[config.mk]
export PLATFORM = sky130hd
export DESIGN_NAME = wb_dma_master
export DESIGN_NICKNAME = d
export VERILOG_FILES = /design/src/rtl/wb_dma_master.sv
export SDC_FILE = /design/constraint.sdc
export NUM_CORES = 1
export LEC_CHECK = 0
export ABC_AREA = 1
export BUFFER_PORTS_ARGS = -buffer_cell sky130_fd_sc_hd__buf_2
export CAP_MARGIN = 20
export CORE_ASPECT_RATIO = 0.6
export CORE_UTILIZATION = 35
export CTS_BUF_LIST = sky130_fd_sc_hd__clkbuf_16
export DETAILED_ROUTE_END_ITERATION = 16
export SYNTH_ARGS = -nofsm -noshare
export SYNTH_HDL_FRONTEND = slang
export SYNTH_SLANG_ARGS = --single-unit
[constraint.sdc]
create_clock -name wb_clk -period 4.4 [get_ports wb_clk]
set_input_delay 0.88 -clock wb_clk [delete_from_list [all_inputs] [get_ports wb_clk]]
set_output_delay 0.88 -clock wb_clk [all_outputs]
set_load 0.02 [all_outputs]
[src/rtl/wb_dma_master.sv]
// Single-channel Wishbone initiator: copies len 32-bit words from src to dst,
// one read/write pair at a time, with bus-error, timeout and abort reporting.
module wb_dma_master #(
  parameter int unsigned ADDR_WIDTH     = 32,
  parameter int unsigned LEN_WIDTH      = 11,
  parameter int unsigned TIMEOUT_CYCLES = 255
) (
  input  logic                  wb_clk,
  input  logic                  rstn_i,
  input  logic                  start_i,
  input  logic [ADDR_WIDTH-1:0] src_addr_i,
  input  logic [ADDR_WIDTH-1:0] dst_addr_i,
  input  logic [LEN_WIDTH-1:0]  len_i,
  input  logic                  abort_i,
  output logic                  busy_o,
  output logic                  done_o,
  output logic                  err_o,
  output logic [1:0]            err_code_o,
  output logic [LEN_WIDTH-1:0]  words_done_o,
  output logic [ADDR_WIDTH-1:0] wb_adr_o,
  output logic [31:0]           wb_dat_o,
  input  logic [31:0]           wb_dat_i,
  output logic                  wb_we_o,
  output logic [3:0]            wb_sel_o,
  output logic                  wb_stb_o,
  output logic                  wb_cyc_o,
  input  logic                  wb_ack_i,
  input  logic                  wb_err_i
);

  localparam int unsigned TmoW = $clog2(TIMEOUT_CYCLES + 1);

  localparam logic [1:0] ErrNone  = 2'b00;
  localparam logic [1:0] ErrBus   = 2'b01;
  localparam logic [1:0] ErrTmo   = 2'b10;
  localparam logic [1:0] ErrAbort = 2'b11;

  typedef enum logic [2:0] {StIdle, StRd, StRdGap, StWr, StWrGap, StDone} state_e;

  state_e                state_q, state_d;
  logic [ADDR_WIDTH-1:0] src_q, src_d, dst_q, dst_d;
  logic [LEN_WIDTH-1:0]  len_q, len_d, words_q, words_d;
  logic [31:0]           buf_q, buf_d;
  logic [1:0]            err_code_q, err_code_d;
  logic [TmoW-1:0]       tmo_q, tmo_d;
  logic                  tmo_hit;

  assign tmo_hit = (tmo_q == TmoW'(TIMEOUT_CYCLES - 1));

  always_comb begin
    state_d    = state_q;
    src_d      = src_q;
    dst_d      = dst_q;
    len_d      = len_q;
    words_d    = words_q;
    buf_d      = buf_q;
    err_code_d = err_code_q;
    tmo_d      = tmo_q;
    unique case (state_q)
      StIdle: begin
        if (start_i) begin
          words_d    = '0;
          err_code_d = ErrNone;
          if (len_i != '0) begin
            src_d   = src_addr_i & ~ADDR_WIDTH'(3);
            dst_d   = dst_addr_i & ~ADDR_WIDTH'(3);
            len_d   = len_i;
            tmo_d   = '0;
            state_d = StRd;
          end else begin
            state_d = StDone;
          end
        end
      end
      StRd: begin
        // Error beats abort beats ack; read data is dropped on abort.
        if (wb_err_i) begin
          err_code_d = ErrBus;
          state_d    = StDone;
        end else if (abort_i) begin
          err_code_d = ErrAbort;
          state_d    = StDone;
        end else if (wb_ack_i) begin
          buf_d   = wb_dat_i;
          state_d = StRdGap;
        end else if (tmo_hit) begin
          err_code_d = ErrTmo;
          state_d    = StDone;
        end else begin
          tmo_d = tmo_q + TmoW'(1);
        end
      end
      StRdGap, StWrGap: begin
        if (abort_i) begin
          err_code_d = ErrAbort;
          state_d    = StDone;
        end else begin
          tmo_d   = '0;
          state_d = (state_q == StRdGap) ? StWr : StRd;
        end
      end
      StWr: begin
        if (wb_err_i) begin
          err_code_d = ErrBus;
          state_d    = StDone;
        end else if (wb_ack_i) begin
          // A write acked on the abort edge still counts.
          words_d = words_q + LEN_WIDTH'(1);
          src_d   = src_q + ADDR_WIDTH'(4);
          dst_d   = dst_q + ADDR_WIDTH'(4);
          if (abort_i) begin
            err_code_d = ErrAbort;
            state_d    = StDone;
          end else if (words_q + LEN_WIDTH'(1) == len_q) begin
            state_d = StDone;
          end else begin
            state_d = StWrGap;
          end
        end else if (abort_i) begin
          err_code_d = ErrAbort;
          state_d    = StDone;
        end else if (tmo_hit) begin
          err_code_d = ErrTmo;
          state_d    = StDone;
        end else begin
          tmo_d = tmo_q + TmoW'(1);
        end
      end
      StDone:  state_d = StIdle;
      default: state_d = StIdle;
    endcase
  end

  always_ff @(posedge wb_clk or negedge rstn_i) begin
    if (!rstn_i) begin
      state_q    <= StIdle;
      src_q      <= '0;
      dst_q      <= '0;
      len_q      <= '0;
      words_q    <= '0;
      buf_q      <= '0;
      err_code_q <= ErrNone;
      tmo_q      <= '0;
    end else begin
      state_q    <= state_d;
      src_q      <= src_d;
      dst_q      <= dst_d;
      len_q      <= len_d;
      words_q    <= words_d;
      buf_q      <= buf_d;
      err_code_q <= err_code_d;
      tmo_q      <= tmo_d;
    end
  end

  // Outputs decode only registered state, never the slave termination inputs.
  assign busy_o       = (state_q == StRd) || (state_q == StRdGap) ||
                        (state_q == StWr) || (state_q == StWrGap);
  assign done_o       = (state_q == StDone);
  assign err_code_o   = err_code_q;
  assign err_o        = (err_code_q != ErrNone);
  assign words_done_o = words_q;
  assign wb_cyc_o     = (state_q == StRd) || (state_q == StWr);
  assign wb_stb_o     = wb_cyc_o;
  assign wb_we_o      = (state_q == StWr);
  assign wb_sel_o     = wb_cyc_o ? 4'hF : 4'h0;
  assign wb_dat_o     = buf_q;
  assign wb_adr_o     = (state_q == StRd) ? src_q :
                        (state_q == StWr) ? dst_q : '0;

endmodule

==> Yosys cells after proc, flatten, opt, wreduce, memory -nomap -nowiden <==
Cells that the tools add are included.
{ "totals": {"reg_bits": 131, "inputBits": 113, "out_inout_bits": 87, "wordCells": 100} }
{ "op_classes": {"add_sub_neg": 4, "eq_ne": 18, "n_mux": 52, "n_bitwise": 2, "reduce_logical": 16} }
{ "ops": {"columns": ["operator", "count"], "rows": [
  ["2-to-1 mux 32 bit", 10],
  ["case mux 32 bit (2 select lines)", 2],
  ["2-to-1 mux 8 bit", 10],
  ["adder 32 x 3 -> 32 bit, second input constant", 2],
  ["2-to-1 mux 11 bit", 3],
  ["case mux 8 bit (4 select lines)", 1],
  ["2-to-1 mux 3 bit", 10],
  ["case mux 11 bit (2 select lines)", 1],
  ["2-to-1 mux 2 bit", 10],
  ["inequality test 2 bit, second input constant", 9],
  ["case mux 3 bit (4 select lines)", 1],
  ["adder 11 x 1 -> 11 bit, second input constant", 1],
  ["== test 11 bit", 1],
  ["nonzero test 11 bit", 1],
  ["AND reduction 10 bit", 1],
  ["adder 8 x 1 -> 8 bit, second input constant", 1],
  ["== test 8 bit, second input constant", 1],
  ["case mux 2 bit (4 select lines)", 1],
  ["AND reduction 4 bit", 2],
  ["== test 3 x 2 -> 1 bit, second input constant", 2],
  ["== test 3 bit, second input constant", 2],
  ["AND reduction 3 bit", 2],
  ["AND reduction 5 bit", 1],
  ["logical OR 1 bit", 4],
  ["other kinds (10)", 13]
]} }

==> Depth between registers and ports, before layout <==
Gate-level depths: netlist (run 1).
{ "depth": {"depth_word": 7, "depth_mapped": 12, "depth_no_buf": 12} }

==> Worst setup path before layout (run 1) <==
Ideal clock, no wire load.
{ "synth_timing": {"path_type": "register to output", "start": "reg state_q[2]", "end": "out wb_adr_o[17]", "arrival_time_ns": 1.613, "required_time_ns": 3.520, "slack_ns": 1.907, "stages_incl_launch_ff": 8, "path_buffers": 2, "cell_sequence": "dfrtp_1 inv_2 nand3_2 inv_2 buf_2 buf_1 nand2_1 o21ai_0"} }
{ "synth_via": {"elab_chain_len": 3, "word_cells_on_any_way": 4, "cone_classes": "eq/ne (2); mux (2)"} }
{ "synth_lines": {"columns": ["item", "line_no", "text"], "rows": [
  ["start: declaration", "40", "state_e state_q, state_d;"],
  ["start signal: assignment", "136", "state_q <= StIdle;"],
  ["start signal: assignment", "145", "state_q <= state_d;"],
  ["== test 3 x 2 -> 1 bit", null, null],
  ["named net wb_we_o", "23", "output logic wb_we_o,"],
  ["2-to-1 mux 32 bit", "169", "(state_q == StWr) ? dst_q : '0;"],
  ["2-to-1 mux 32 bit", "168", "assign wb_adr_o = (state_q == StRd) ? src_q :"],
  ["end: declaration", "20", "output logic [ADDR_WIDTH-1:0] wb_adr_o,"]
]} }
The timed path passes the listed nets, and every way through them passes these cells.

==> Final worst setup path (run 1) <==
{ "layout_timing": {"start": "reg state_q[2]", "end": "out wb_adr_o[17]"} }
{ "layout_via": {"elab_chain_len": 3, "word_cells_on_any_way": 4, "cone_classes": "eq/ne (2); mux (2)"} }
{ "layout_lines": {"columns": ["item", "line_no"], "rows": [
  ["== test 3 x 2 -> 1 bit", "169"],
  ["2-to-1 mux 32 bit", "169"],
  ["2-to-1 mux 32 bit (*)", "168"]
]} }
Every way passes the cells marked *; elsewhere a longest branch is shown, timed or not.

==> results of run 1 <==
==> cells in the mapped netlist, types with 10 or more instances <==
master	count	area, um2
nand4_1	16	100
dfrtp_1	127	3180
nand3_1	73	365
nand2_1	398	1490
a21oi_1	24	120
nor3_1	28	140
o21ai_0	69	345
xor2_1	21	184
nor2_1	107	402
o22ai_1	44	275
o21ai_1	20	100
clkbuf_1	23	86.3
inv_1	126	473
a22oi_1	10	75.1
buf_2	10	50.1
==> report_power, final <==
part / total (mW) / switching [mW] / internal [mW]
Clock: 1.49 / 0.551 / 0.934
Sequential: 2.12 / 0.456 / 1.66
Combinational: 2.84 / 1.95 / 0.889
==> routing by layer <==
layer  up-vias  track usage  share of wire  wire (um)
met5         -            0              0          0
met4         0       0.0470         0.0073        195
met3        17       0.0827           0.12       3120
met2       359        0.272           0.37       9710
met1      3831        0.377           0.51      13600
li1       4148            -              -          -
==> cell type report <==
type / instances / area, um2 / share of cell area
well taps: 308 / 385 / 0.0395
multi-input cells: 863 / 4040 / 0.414
diodes: 1 / 2.50 / 0.000256
clock buffers: 17 / 425 / 0.0436
flip-flops and latches: 127 / 3180 / 0.325
inverters: 131 / 492 / 0.0504
clock inverters: 15 / 179 / 0.0183
repair buffers: 204 / 1060 / 0.109
==> layout by cell type, fill, tap and decap left out, types with 10 or more instances in the layout <==
cell type,n
a22oi_1,10
nand3_1,73
o21ai_0,69
a21oi_1,24
inv_1,129
o21ai_1,20
o22ai_1,44
buf_2,193
nand2_1,398
nor3_1,28
buf_4,10
nor2_1,107
xor2_1,21
clkbuf_16,17
nand4_1,16
dfrtp_1,127
==> kinds of logic (layout without fill, tap and decap cells) <==
family          Yosys count  in the layout  synth area share
compound gates          187            187             0.134
xor+xnor                 26             26            0.0286
fa+ha+maj                 5              5           0.00785
buf+inv                 182            367            0.0953
flops                   127            127             0.399
other cells               1              3          0.000471
simple gates            643            643             0.335
==> through the flow <==
stage,hold slack (ps),util
after floorplan,449,-
after global placement,458,0.413
after detailed placement,462,0.413
after CTS,480,0.440
after global routing,498,0.440
final,477,0.440
==> worst max-delay path, delay by kind of cell (launching register included) <==
family	cells	cell delay, ps
buffers and inverters	4	1360
AND/OR/NAND/NOR	2	160
AO/OA/AOI/OAI	1	110
flip-flops	1	460
==> sequential cells by signal, indices dropped and copies added (netlist names) <==
signal        cells
wb_dat_o         32
dst_q            30
src_q            30
len_q            11
words_done_o     11
tmo_q             8
state_q           3
err_code_o        2
==> worst paths after layout <==
kind	from	end	slack, ps	cells after the start
setup / recovery	state_q[2]	wb_adr_o[17]	980	7
hold / removal	wb_dat_o[9]	wb_dat_o[9]	480	2
setup reg to reg	state_q[2]	src_q[9]	1270	11
hold reg to reg	wb_dat_o[9]	wb_dat_o[9]	480	2
max in group asynchronous	rstn_i	src_q[9]	2970	2
min in group asynchronous	rstn_i	words_done_o[9]	520	1
==> run_results.csv, run 1 <==
group,metric,value,unit
timing,fin_skew,8.38,ps
die,die_w,197,um
die,io-pin-count,200,
timing,fin_crit_sh,0.778,
place,dpl.hpwl,19500,um
detailed_routing,viasPerCell,5.02,
timing,fmax,292,MHz
timing,report.final.slew_viol_count,0,
clock_network,cts.htree.levels,4,
critical_path,path_max_fanout,46,
pwr,p_leak,4.97,nW
detailed_routing,postRouteAntennaNets,0,
critical_path,cp_slowest_cell,"buf_4",
yosys,seq_area_frac_synth,0.399,
critical_path,start_kind,"flip-flop",
clock_network,ctsHoldBuffers,0,
place,placed_area,9150,um2
place,dp_cells,1632,
timing,slew_headroom,0.211,
detailed_routing,dr.pass1.iters,5,
detailed_routing,first_iter_violations,710,
die,floorplan.initialDensity,0.359,
layout,synthToLayoutAreaGrowth,22.5,%
critical_path,critPathRequiredTime,3520,ps
global_routing,grt_max_degree,93,
yosys,synth-seq-cells,127,
job,drv_cap,0,
detailed_routing,vias,8355,
timing,tightest_slew,1180,ps
pwr,p_per_area,660,nW/um2
global_routing,antenna_found_initial,1,
global_routing,grt_pass1_vias,7460,
critical_path,arrival,2540,ps
critical_path,crit_top_cell,"inv_2",
run_status,outcome,"complete, no violations",
detailed_routing,drc,0,
pwr,p_total,6.44,mW
clock_network,tritoncts,"done",
die,die_h,119,um
yosys,synth_area,7970,um2
place,gp_congestion,0.952,
die,die-area,23400,um2
yosys,ys_types,37,
clock_network,ctsResizeCount,0,
layout,design_area,9770,um2
clock_network,cts_sinks,127,
global_routing,overflow,0,
timing,finalWorstSetupSlack,976,ps
timing,fin_setup_tns,0,ps
yosys,netlist_instances,1171,
timing,hold_violations,0,
pwr,irDropWorstVdd,355,uV
critical_path,critPathKind,"reg -> out",
die,core,22200,um2
critical_path,critical_path.endpoint_type,"output port",
yosys,async_flop_share,1.00,
detailed_routing,avgRoutedWirePerCell,16.0,um
yosys,synth_edf_count,0,
min_path,hp-class,"reg -> reg",
yosys,synth.avg_cell_area,6.81,um2
layout,fin_cells,1666,
layout,drive_above_1_share,0.181,
clock_network,insertion_delay,430,ps
layout,num-fill-cells,2378,
place,portBuffers,193,
yosys,yosysWarnings,0,
clock_network,root_buffer,"clkbuf_16",
global_routing,grtUsageTotal,0.230,
die,rows,42,
clock_network,cts_setup_buffers,0,
global_routing,grt_pass1_wl,41200,um
clock_network,clockBufferDepth,2,
timing,period_needed,3420,ps
yosys,synth_top_flop_cell,"dfrtp_1",
detailed_routing,wirelength,26600,um
critical_path,critPathMaxStageDelay,540,ps
critical_path,path_cells,"inv_2 > nand3_4 > inv_2 > buf_4 > nand2_1 > o21ai_0 > buf_2",
timing,setup_viol,0,
clock_network,cts_made_buffers,17,
timing,rsz0062_at_grt,"false",
place,dp_slack,1360,ps
clock_network,path_clk_slew,60,ps
layout,finalNetCount,1462,
(Power assumes the default switching activity.)
==> run 2, diff against run 1 <==
clock period = 3.35 ns   (was 4.4 ns; I/O delays follow)
==> run_results.csv, run 2 (same netlist as run 1, synthesis figures left out) <==
group,metric,value,unit
detailed_routing,wirelength,26600,um
timing,rsz0062_at_grt,"false",
die,rows,42,
detailed_routing,vias,8356,
place,dpl.hpwl,19900,um
global_routing,grt_pass1_vias,7425,
place,portBuffers,193,
layout,synthToLayoutAreaGrowth,22.7,%
global_routing,grtUsageTotal,0.229,
critical_path,start_kind,"flip-flop",
clock_network,ctsHoldBuffers,0,
timing,setup_viol,0,
critical_path,arrival,2180,ps
detailed_routing,avgRoutedWirePerCell,15.9,um
run_status,outcome,"complete, no violations",
place,dp_cells,1641,
detailed_routing,postRouteAntennaNets,0,
clock_network,cts_sinks,127,
job,drv_cap,0,
detailed_routing,dr.pass1.iters,5,
clock_network,cts_made_buffers,17,
clock_network,path_clk_slew,60,ps
layout,num-fill-cells,2353,
clock_network,cts.htree.levels,4,
timing,slew_headroom,0.177,
clock_network,root_buffer,"clkbuf_16",
global_routing,grt_max_degree,96,
timing,fmax,350,MHz
timing,hold_violations,0,
die,die_h,119,um
die,io-pin-count,200,
layout,drive_above_1_share,0.187,
detailed_routing,drc,0,
clock_network,tritoncts,"done",
global_routing,overflow,0,
pwr,p_leak,4.98,nW
critical_path,critPathKind,"reg -> out",
min_path,hp-class,"in -> async",
die,die_w,197,um
pwr,p_per_area,848,nW/um2
layout,largest_register_ffs,32,
critical_path,r2r_start,"state_q[1]",
layout,multi_input_comb_area,4040,um2
critical_path,critical_path.endpoint_type,"output port",
layout,final_cell_mix,"nand2_1 (398), buf_2 (192), dfrtp_1 (127), inv_1 (126), nor2_1 (107)",
die,core,22200,um2
pwr,irDropWorstVdd,445,uV
layout,fin_cells,1672,
detailed_routing,viasPerCell,5.00,
detailed_routing,first_iter_violations,737,
timing,period_needed,2850,ps
critical_path,path_max_fanout,46,
clock_network,clockBufferDepth,2,
layout,finalNetCount,1470,
layout,register_area,3180,um2
critical_path,startpoint,"state_q[2]",
clock_network,insertion_delay,430,ps
clock_network,ctsResizeCount,0,
clock_network,cts_setup_buffers,0,
timing,fin_skew,13.6,ps
die,die-area,23400,um2
layout,num_antenna_cells,0,
die,floorplan.initialDensity,0.359,
global_routing,grt_pass1_wl,41000,um
global_routing,antenna_found_initial,0,
timing,report.final.slew_viol_count,0,
critical_path,critPathRequiredTime,2680,ps
place,gp_congestion,0.943,
timing,tightest_slew,1220,ps
timing,fin_setup_tns,0,ps
layout,final_common_cell,"nand2_1",
timing,fin_crit_sh,0.852,
==> run 2: cell count changes in the layout (fill, tap and decap cells not counted), moves of 2 or more <==
cell and delta:
buf_4 +8, bufinv_16 -3, clkinv_4 +2, inv_6 +3, inv_1 -3
==> run 2: area by class of cell <==
type | instances | area share
flip-flops and latches | 127 | 0.325
clock inverters | 14 | 0.0122
inverters | 131 | 0.0503
repair buffers | 212 | 0.116
multi-input cells | 863 | 0.413
clock buffers | 17 | 0.0435
well taps | 308 | 0.0394
==> run 2: path summary, 6_finish.rpt <==
path | endpoint | slack, ps | depth (start not counted)
max in group asynchronous | src_q[14] | 2310 | 3
min in group wb_clk | wb_dat_o[4] | 430 | 3
min | len_q[8] | 90 | 1
max | wb_adr_o[22] | 500 | 7
max reg2reg | dst_q[23] | 830 | 11
min reg2reg | wb_dat_o[27] | 470 | 2
==> run 2: routing by layer <==
layer,global-route usage,routed length [um],vias to the layer above
met5,0,0,-
met2,0.272,9670,361
met4,0.0562,267,0
met1,0.373,13800,3795
li1,-,-,4173
met3,0.0816,2890,27
==> run 2: worst max-delay path: stages, from the launching register on <==
cell	delay, ps
dfrtp_1	450
inv_2	140
nand3_4	90
inv_2	100
buf_4	440
nand2_1	150
o21ai_0	140
buf_2	210
==> run 2: through the flow <==
stage / hold WS, ps / utilization / total power, mW / setup WS [ps] / instance area [um2]
after floorplan: 374 / - / 5.34 / 1070 / 7970
after global placement: 459 / 0.416 / 6.46 / 849 / 9230
after detailed placement: 460 / 0.416 / 6.51 / 815 / 9230
after CTS: 71.6 / 0.441 / 8.31 / 467 / 9780
after global routing: 82.5 / 0.441 / 8.89 / 386 / 9780
final: 86.8 / 0.441 / 8.29 / 496 / 9780
==> run 2: where the power goes <==
| group | switching (mW) | internal, mW | total [mW] |
|---|---|---|---|
| Clock | 0.737 | 1.01 | 1.75 |
| Combinational | 2.58 | 1.19 | 3.77 |
| Sequential | 0.595 | 2.18 | 2.77 |
| Total | 3.91 | 4.38 | 8.29 |
==> run 3, diff against run 2 <==
RECOVER_POWER = 50   (was unset)
clock period = 3.2 ns   (was 3.35 ns; I/O delays follow)
==> run_results.csv, run 3 (same netlist as run 1, synthesis figures left out) <==
group,metric,value,unit
run_status,outcome,"finished with violations",
run_status,violations,"max-capacitance violations, max-slew violations",
timing,period_needed,2810,ps
timing,fin_crit_sh,0.879,
job,drv_cap,1,
critical_path,start_kind,"flip-flop",
clock_network,root_buffer,"clkbuf_16",
pwr,p_leak,4.90,nW
detailed_routing,avgRoutedWirePerCell,15.8,um
critical_path,arrival,2170,ps
detailed_routing,vias,8434,
detailed_routing,wirelength,26400,um
layout,synthToLayoutAreaGrowth,22.9,%
place,placed_area,9240,um2
timing,fmax,356,MHz
global_routing,grtUsageTotal,0.232,
pwr,swShare,0.458,
die,rows,42,
clock_network,cts_made_buffers,17,
clock_network,cts_sinks,127,
clock_network,tritoncts,"done",
critical_path,r2r_end,"err_code_o[1]",
critical_path,critPathKind,"reg -> out",
pwr,p_comb_frac,0.441,
clock_network,ctsHoldBuffers,0,
detailed_routing,drc,0,
timing,slew_headroom,-0.735,
die,io-pin-count,200,
critical_path,critical_path.endpoint_type,"output port",
detailed_routing,viasPerCell,5.04,
pwr,p_sw,4.04,mW
min_path,min_to,"wb_dat_o[27]",
pwr,power_frac_seq,0.329,
global_routing,grt_pass1_vias,7619,
clock_network,path_clk_slew,60,ps
detailed_routing,first_iter_violations,837,
layout,largest_register_ffs,32,
clock_network,insertion_delay,430,ps
global_routing,antenna_found_initial,1,
critical_path,reg2reg_slack,540,ps
pwr,power.clock.fraction,0.230,
die,core,22200,um2
die,die_h,119,um
place,dpl.hpwl,19800,um
critical_path,path_max_fanout,74,
pwr,power.internal,4.77,mW
layout,finalNetCount,1469,
layout,fin_cells,1673,
critical_path,reg2reg_depth,9,
layout,final_common_cell,"nand2_1",
timing,tightest_slew,2600,ps
clock_network,clockBufferDepth,2,
timing,report.final.slew_viol_count,42,
pwr,irDropWorstVdd,438,uV
min_path,hold_depth,3,
min_path,hp-class,"in -> reg",
min_path,min_from,"wb_dat_i[27]",
critical_path,critPathRequiredTime,2560,ps
timing,fin_skew,11.2,ps
layout,design_area,9790,um2
pwr,p_per_area,900,nW/um2
timing,fin_setup_tns,0,ps
global_routing,grt_max_degree,93,
die,floorplan.initialDensity,0.359,
timing,hold_violations,0,
timing,rsz0062_at_grt,"false",
layout,drive_above_1_share,0.155,
clock_network,cts.htree.levels,4,
detailed_routing,dr.pass1.iters,6,
die,die_w,197,um
pwr,p_total,8.81,mW
place,gp_congestion,0.947,
place,dp_cells,1640,
detailed_routing,postRouteAntennaNets,0,
timing,setup_viol,0,
global_routing,overflow,0,
layout,final_cell_mix,"nand2_1 (398), buf_2 (155), inv_1 (131), dfrtp_1 (127), nor2_1 (107)",
clock_network,cts_setup_buffers,0,
place,portBuffers,193,
die,die-area,23400,um2
clock_network,ctsResizeCount,0,
critical_path,r2r_start,"state_q[2]",
global_routing,grt_pass1_wl,41600,um
run 3: how the worst max path moves through the flow:
stage / start / end / depth (start not counted)
floorplan: state_q[2] / wb_adr_o[17] / 7
global placement: len_i[3] / src_q[18] / 10
detailed placement: wb_ack_i / dst_q[23] / 11
CTS: state_q[2] / wb_adr_o[22] / 7
global route: state_q[2] / err_code_o[1] / 9
finish: state_q[2] / wb_adr_o[22] / 7
run 3: metrics by stage:
step                      hold slack, ps  utilization  setup WS (ps)
after CTS                            231        0.444            416
final                                409        0.441            388
after global placement               459        0.417            677
after floorplan                      344            -            947
after detailed placement             460        0.417            705
after global routing                 391        0.441            153
run 3: worst max-delay path, stage by stage, from the launching register on:
cell and delay, ps:
dfrtp_1 450, inv_1 180, nand3_4 150, inv_2 140
buf_12 300, nand2_1 160, o21ai_0 140, buf_2 210
run 3: area by class of cell:
cell class                      instances  area [um2]
Fill cell                            2393       12400
Multi-Input combinational cell        863        4040
Sequential cell                       127        3180
Timing Repair Buffer                  211        1080
Inverter                              131         492
Clock buffer                           17         425
Tap cell                              308         385
Clock inverter                         15         180
Antenna cell                            1        2.50
run 3: routing by layer:
| layer | GRT usage | vias up | wire length, um |
|---|---|---|---|
| li1 | - | 4156 | - |
| met1 | 0.371 | 3905 | 13300 |
| met2 | 0.282 | 356 | 9770 |
| met3 | 0.0869 | 17 | 3130 |
| met4 | 0.0465 | 0 | 215 |
| met5 | 0 | - | 0 |
run 3: power by group through the flow:
stage / registers [mW] / clock network [mW] / logic [mW]
after global placement: 2.89 / 0 / 3.88
after floorplan: 2.99 / 0 / 2.61
after global routing: 2.99 / 2.14 / 4.32
final: 2.90 / 2.02 / 3.88
after CTS: 2.88 / 2.07 / 3.93
after detailed placement: 2.89 / 0 / 3.92
